===== config.mk =====
export PLATFORM = sky130hd
export DESIGN_NAME = rrs_add
export DESIGN_NICKNAME = d
export VERILOG_FILES = /design/src/rtl/rrs_add_pkg.sv /design/src/rtl/rrs_add_digit_sel.sv /design/src/rtl/rrs_add.sv
export SDC_FILE = /design/constraint.sdc
export NUM_CORES = 1
export LEC_CHECK = 0
export CORE_AREA = 2 2 69 54
export CTS_CLUSTER_DIAMETER = 40
export DETAILED_ROUTE_END_ITERATION = 10
export DIE_AREA = 0 0 71 56
export PLACE_DENSITY = 0.77
export SLEW_MARGIN = 20
export SYNTH_ARGS = -nofsm -noshare
export SYNTH_HDL_FRONTEND = slang
export SYNTH_HIERARCHICAL = 1
export SYNTH_SLANG_ARGS = --single-unit

===== constraint.sdc =====
create_clock -name clk -period 3.8 [get_ports clk]
set_input_delay 0.57 -clock clk [delete_from_list [all_inputs] [get_ports clk]]
set_output_delay 0.57 -clock clk [all_outputs]
set_load 0.01 [all_outputs]

===== src/rtl/rrs_add_pkg.sv =====
// Shared types and digit-arithmetic helpers for the radix-r MSDF online adder.
// The selection functions are common to the serial and the parallel online adders.
package rrs_add_pkg;

    localparam int SW = 8;

    typedef logic signed [SW-1:0] sdig_t;

    typedef enum logic {
        ST_ACCEPT = 1'b0,
        ST_FLUSH  = 1'b1
    } state_t;

    // Transfer digit t and interim digit w for one position.
    typedef struct packed {
        sdig_t t;
        sdig_t w;
    } sel_t;

    function automatic int digit_width(input int radix);
        return $clog2(radix) + 1;
    endfunction

    function automatic int online_delay(input int radix);
        return (radix == 2) ? 2 : 1;
    endfunction

    // Radix > 2: p in [-2A, 2A] maps to t in {-1,0,1} with w = p - t*r.
    function automatic sel_t select_digit(input int radix, input sdig_t p);
        sel_t  s;
        sdig_t r;
        sdig_t a;
        r = sdig_t'(radix);
        a = r - 8'sd1;
        if (p >= a) begin
            s.t = 8'sd1;
            s.w = p - r;
        end else if (p <= -a) begin
            s.t = -8'sd1;
            s.w = p + r;
        end else begin
            s.t = 8'sd0;
            s.w = p;
        end
        return s;
    endfunction

    // Radix 2 first stage: t carries h, w carries z.
    function automatic sel_t split_pair_r2(input sdig_t p);
        sel_t s;
        if (p > 8'sd0) begin
            s.t = 8'sd1;
            s.w = p - 8'sd2;
        end else begin
            s.t = 8'sd0;
            s.w = p;
        end
        return s;
    endfunction

    function automatic sel_t resolve_r2(input sdig_t v);
        sel_t s;
        if (v < 8'sd0) begin
            s.t = -8'sd1;
            s.w = v + 8'sd2;
        end else begin
            s.t = 8'sd0;
            s.w = v;
        end
        return s;
    endfunction

endpackage


===== src/rtl/rrs_add_digit_sel.sv =====
// Combinational transfer/interim selection for one digit position of the online adder.
// Radix 2 needs a two-stage (h/z then t/w) selection, hence the extra z history input.
module rrs_add_digit_sel
    import rrs_add_pkg::*;
#(
    parameter int RADIX = 4,
    parameter int D     = 3
) (
    input  logic         first_i,
    input  logic [D-1:0] x_i,
    input  logic [D-1:0] y_i,
    input  sdig_t        w_i,
    input  sdig_t        z_i,
    output logic [D-1:0] sum_o,
    output sdig_t        w_o,
    output sdig_t        z_o
);

    sdig_t p_s;

    assign p_s = sdig_t'($signed(x_i)) + sdig_t'($signed(y_i));

    generate
        if (RADIX == 2) begin : g_r2
            sel_t hz_s;
            sel_t tw_s;

            // Resolve position j-1 once its incoming h_j is known; step 0 seeds w with h_0.
            always_comb begin
                hz_s = split_pair_r2(p_s);
                tw_s = resolve_r2(z_i + hz_s.t);
                if (first_i) begin
                    w_o = hz_s.t;
                end else begin
                    w_o = tw_s.w;
                end
            end

            assign sum_o = D'(w_i + tw_s.t);
            assign z_o   = hz_s.w;
        end else begin : g_rn
            sel_t tw_s;
            logic unused_s;

            assign tw_s     = select_digit(RADIX, p_s);
            assign sum_o    = D'(w_i + tw_s.t);
            assign w_o      = tw_s.w;
            assign z_o      = {SW{1'b0}};
            assign unused_s = ^{first_i, z_i};
        end
    endgenerate

endmodule


===== src/rtl/rrs_add.sv =====
// Digit-serial MSDF online adder for radix-r maximally redundant signed digits.
// WIDTH digit pairs in, WIDTH+1 sum digits out per frame, valid/ready on both sides.
module rrs_add
    import rrs_add_pkg::*;
#(
    parameter int  RADIX = 4,
    parameter int  WIDTH = 8,
    localparam int D     = digit_width(RADIX)
) (
    input  logic         clk,
    input  logic         rst,
    input  logic         in_valid,
    output logic         in_ready,
    input  logic [D-1:0] x_digit,
    input  logic [D-1:0] y_digit,
    output logic         out_valid,
    input  logic         out_ready,
    output logic [D-1:0] out_digit,
    output logic         out_last
);

    localparam int DELTA = online_delay(RADIX);
    localparam int STEPS = WIDTH + DELTA;
    localparam int CW    = $clog2(STEPS);
    localparam logic [CW-1:0] CNT_LAST    = CW'(STEPS - 1);
    localparam logic [CW-1:0] CNT_LAST_IN = CW'(WIDTH - 1);

    state_t        state_q;
    logic [CW-1:0] cnt_q;
    sdig_t         w_q;
    sdig_t         z_q;
    logic          out_valid_q;
    logic [D-1:0]  out_digit_q;
    logic          out_last_q;

    logic          accept_s;
    logic          stall_free_s;
    logic          step_s;
    logic          emit_s;
    logic          first_s;
    logic          last_s;
    logic [D-1:0]  x_s;
    logic [D-1:0]  y_s;
    logic [D-1:0]  sum_s;
    sdig_t         w_d;
    sdig_t         z_d;

    // Step qualification; flush steps feed zero digit pairs and ignore in_valid.
    always_comb begin
        accept_s     = (state_q == ST_ACCEPT);
        stall_free_s = !out_valid_q || out_ready;
        first_s      = (cnt_q == {CW{1'b0}});
        last_s       = (cnt_q == CNT_LAST);
        emit_s       = (RADIX != 2) || !first_s;
        if (accept_s) begin
            step_s = in_valid && stall_free_s;
            x_s    = x_digit;
            y_s    = y_digit;
        end else begin
            step_s = stall_free_s;
            x_s    = {D{1'b0}};
            y_s    = {D{1'b0}};
        end
    end

    rrs_add_digit_sel #(
        .RADIX(RADIX),
        .D    (D)
    ) u_digit_sel (
        .first_i(first_s),
        .x_i    (x_s),
        .y_i    (y_s),
        .w_i    (w_q),
        .z_i    (z_q),
        .sum_o  (sum_s),
        .w_o    (w_d),
        .z_o    (z_d)
    );

    // Step sequencer, interim digit history and the registered output stage.
    always_ff @(posedge clk) begin
        if (rst) begin
            state_q     <= ST_ACCEPT;
            cnt_q       <= {CW{1'b0}};
            w_q         <= {SW{1'b0}};
            z_q         <= {SW{1'b0}};
            out_valid_q <= 1'b0;
            out_digit_q <= {D{1'b0}};
            out_last_q  <= 1'b0;
        end else if (step_s) begin
            out_valid_q <= emit_s;
            if (emit_s) begin
                out_digit_q <= sum_s;
                out_last_q  <= last_s;
            end else begin
                out_last_q  <= 1'b0;
            end
            if (last_s) begin
                state_q <= ST_ACCEPT;
                cnt_q   <= {CW{1'b0}};
                w_q     <= {SW{1'b0}};
                z_q     <= {SW{1'b0}};
            end else begin
                cnt_q <= cnt_q + CW'(1'b1);
                w_q   <= w_d;
                z_q   <= z_d;
                if (accept_s && (cnt_q == CNT_LAST_IN)) begin
                    state_q <= ST_FLUSH;
                end
            end
        end else if (out_ready) begin
            out_valid_q <= 1'b0;
        end
    end

    assign in_ready  = accept_s && stall_free_s;
    assign out_valid = out_valid_q;
    assign out_digit = out_digit_q;
    assign out_last  = out_last_q;

endmodule


==> results.md <==
- Post-CTS Setup Inserts: 0
- Mapped Nets: about 140
- Detailed Route WL: about 1900 um
- DR iter-0 viols: 67
- Vias: approximately 800
- P per Cell Area: around 340 nW/um^2
- H-tree depth: 1
- Avg Cell Area, Syn: ~8.1 um^2
- Hold path depth: 2
- Measured slew at the worst slew-check pin: between 0.5 and 0.6 ns
- DIE WIDTH: around 71 um
- Setup violations, final: 0
- Initial antenna violation count: 0
- CTS tree: built
- Fin crit period: 3.44 ns
- Gr ovfl total: 0
- CP Class: input pin to register
- Initial Util: 0.293
- Fin util: 0.348
- Routed vias/inst: roughly 4.8
- Die Y: 56 um
- Skew-Pair Late Insertion Delay: between 0.2 and 0.3 ns
- Resized cells post-CTS: 0
- I/O Pins: 16
- Pin count of the biggest net entering global routing: 15
- Area Growth Syn to Fin: 18.5%
- Drt wl/cell: between 10 and 15 um
- DR DRC count: 0
- CP Data Arrival Time: 3.61 ns
- CTS root buf: clkbuf_8
- Port bufs: 15
- Ant diodes: 0
- Yosys warning count: 6
- Clock tree buffer depth: 2
- Worst hold path class: register to register
- CORE AREA: 3270 um^2
- Slew Viols, Final: 0
- Post-CTS Hold Buffers: 0
- R2R cell count: 15
- Unrepaired setup endpoints after global routing: false
- Maxcap violations: 0
- Crit path launch type: input pin
- Detail Route Antenna Nets: 0
- Gr usage total: 0.0991
- Clock Pin Slew Worst Setup and Hold Paths: ~0.050 ns
- Post-DP HPWL: 1370 um
- Slew HR: 0.638
- Nets: 145
- Proportion of layout cells with a drive suffix above 1: 0.0887
- CP Capture Type: register
- Largest fanout on the critical path: 3
- Final RePlAce weighted congestion: roughly 0.78
- Clock buffer count from CTS: 3
- Final Hold Viols: 0
- Status: finished, final reports clean
- Leak: approximately 0.44 nW
- DR pass1 iterations: 4
- Setup_tns: 0 ns
- Syn Inst Count: between 100 and 150
- Crit path required time: 3.97 ns
- Clock skew: 0.00186 ns
- Fmax: just under 300 MHz
- VDD IR max: about 0.11 mV
- First-pass GRT wire length: around 3200 um
- Number of global-route vias before repair: roughly 730
- Netlist Area Pre-Place: ~960 um^2
- Final worst path period share: 0.905
- Rows: 18
- CTS sink count: 13
- Die ar.: ~4000 um^2
worst paths after layout:
path | startpoint | end | slack [ns]
worst min-delay path | out_digit[2] | out_digit[2] | 0.48
worst max-delay path | x_digit[0] | out_digit[2] | 0.36
worst max register to register | state_q | out_digit[2] | 0.57
worst min register to register | out_digit[2] | out_digit[2] | 0.48
flip-flops by register name (all words and copies together), names as in the netlist:
name / flops
out_valid: 1
state_q: 1
cnt_q: 4
w_q: 3
out_last: 1
out_digit: 3
final cells by class:
class,instances,area (um^2)
fillers,339,2130
multi-input cells,82,593
flip-flops and latches,13,260
repair buffers,15,150
well taps,40,50.0
clock buffers,4,45.0
inverters,10,37.5
routing by layer:
layer | up-vias | global-route usage | wire (um)
met3 | 3 | 0.0308 | 103
met5 | - | 0 | 0
li1 | 412 | - | -
met4 | 0 | 0.0485 | 23
met2 | 17 | 0.144 | 786
met1 | 359 | 0.132 | 978
worst max-delay path, stage by stage:
cell and delay [ns]:
clkdlybuf4s50_1 0.39, nor2b_1 0.13, ha_1 0.25, fa_1 0.45
xnor2_2 0.19, ha_1 0.17, and3_1 0.18, nor2_1 0.05
o21ai_1 0.12, ha_1 0.15, inv_1 0.05, fa_1 0.37
xnor2_1 0.19, xnor2_1 0.13, nand3_1 0.08, a21oi_1 0.13
cells in the final DEF, fill, tap and decap left out, types with 3 or more instances in the layout:
cell             count
o21ai_0              9
clkbuf_8             3
dfxtp_1             13
ha_1                 8
inv_1                8
nand4_1              4
nor2b_1              6
clkdlybuf4s50_1     15
nand3_1              6
nor2_1               5
a21oi_1             13
report_power, final:
group | switching [W] | internal, W
clock | 0.0000515 | 0.0000743
combinational | 0.0000582 | 0.0000563
sequential | 0.00000541 | 0.000146
per-stage QoR:
stage	setup WS (ns)	instance area [um^2]	power, W	hold slack (ns)	std cells
floorplan	0.693	958	0.000238	0.450	119
global placement	0.146	1090	0.000266	0.465	160
detailed placement	0.100	1090	0.000268	0.472	160
CTS	0.346	1140	0.000395	0.480	164
global route	0.121	1140	0.000413	0.504	164
finish	0.361	1140	0.000392	0.476	164
(Power assumes the default switching activity.)
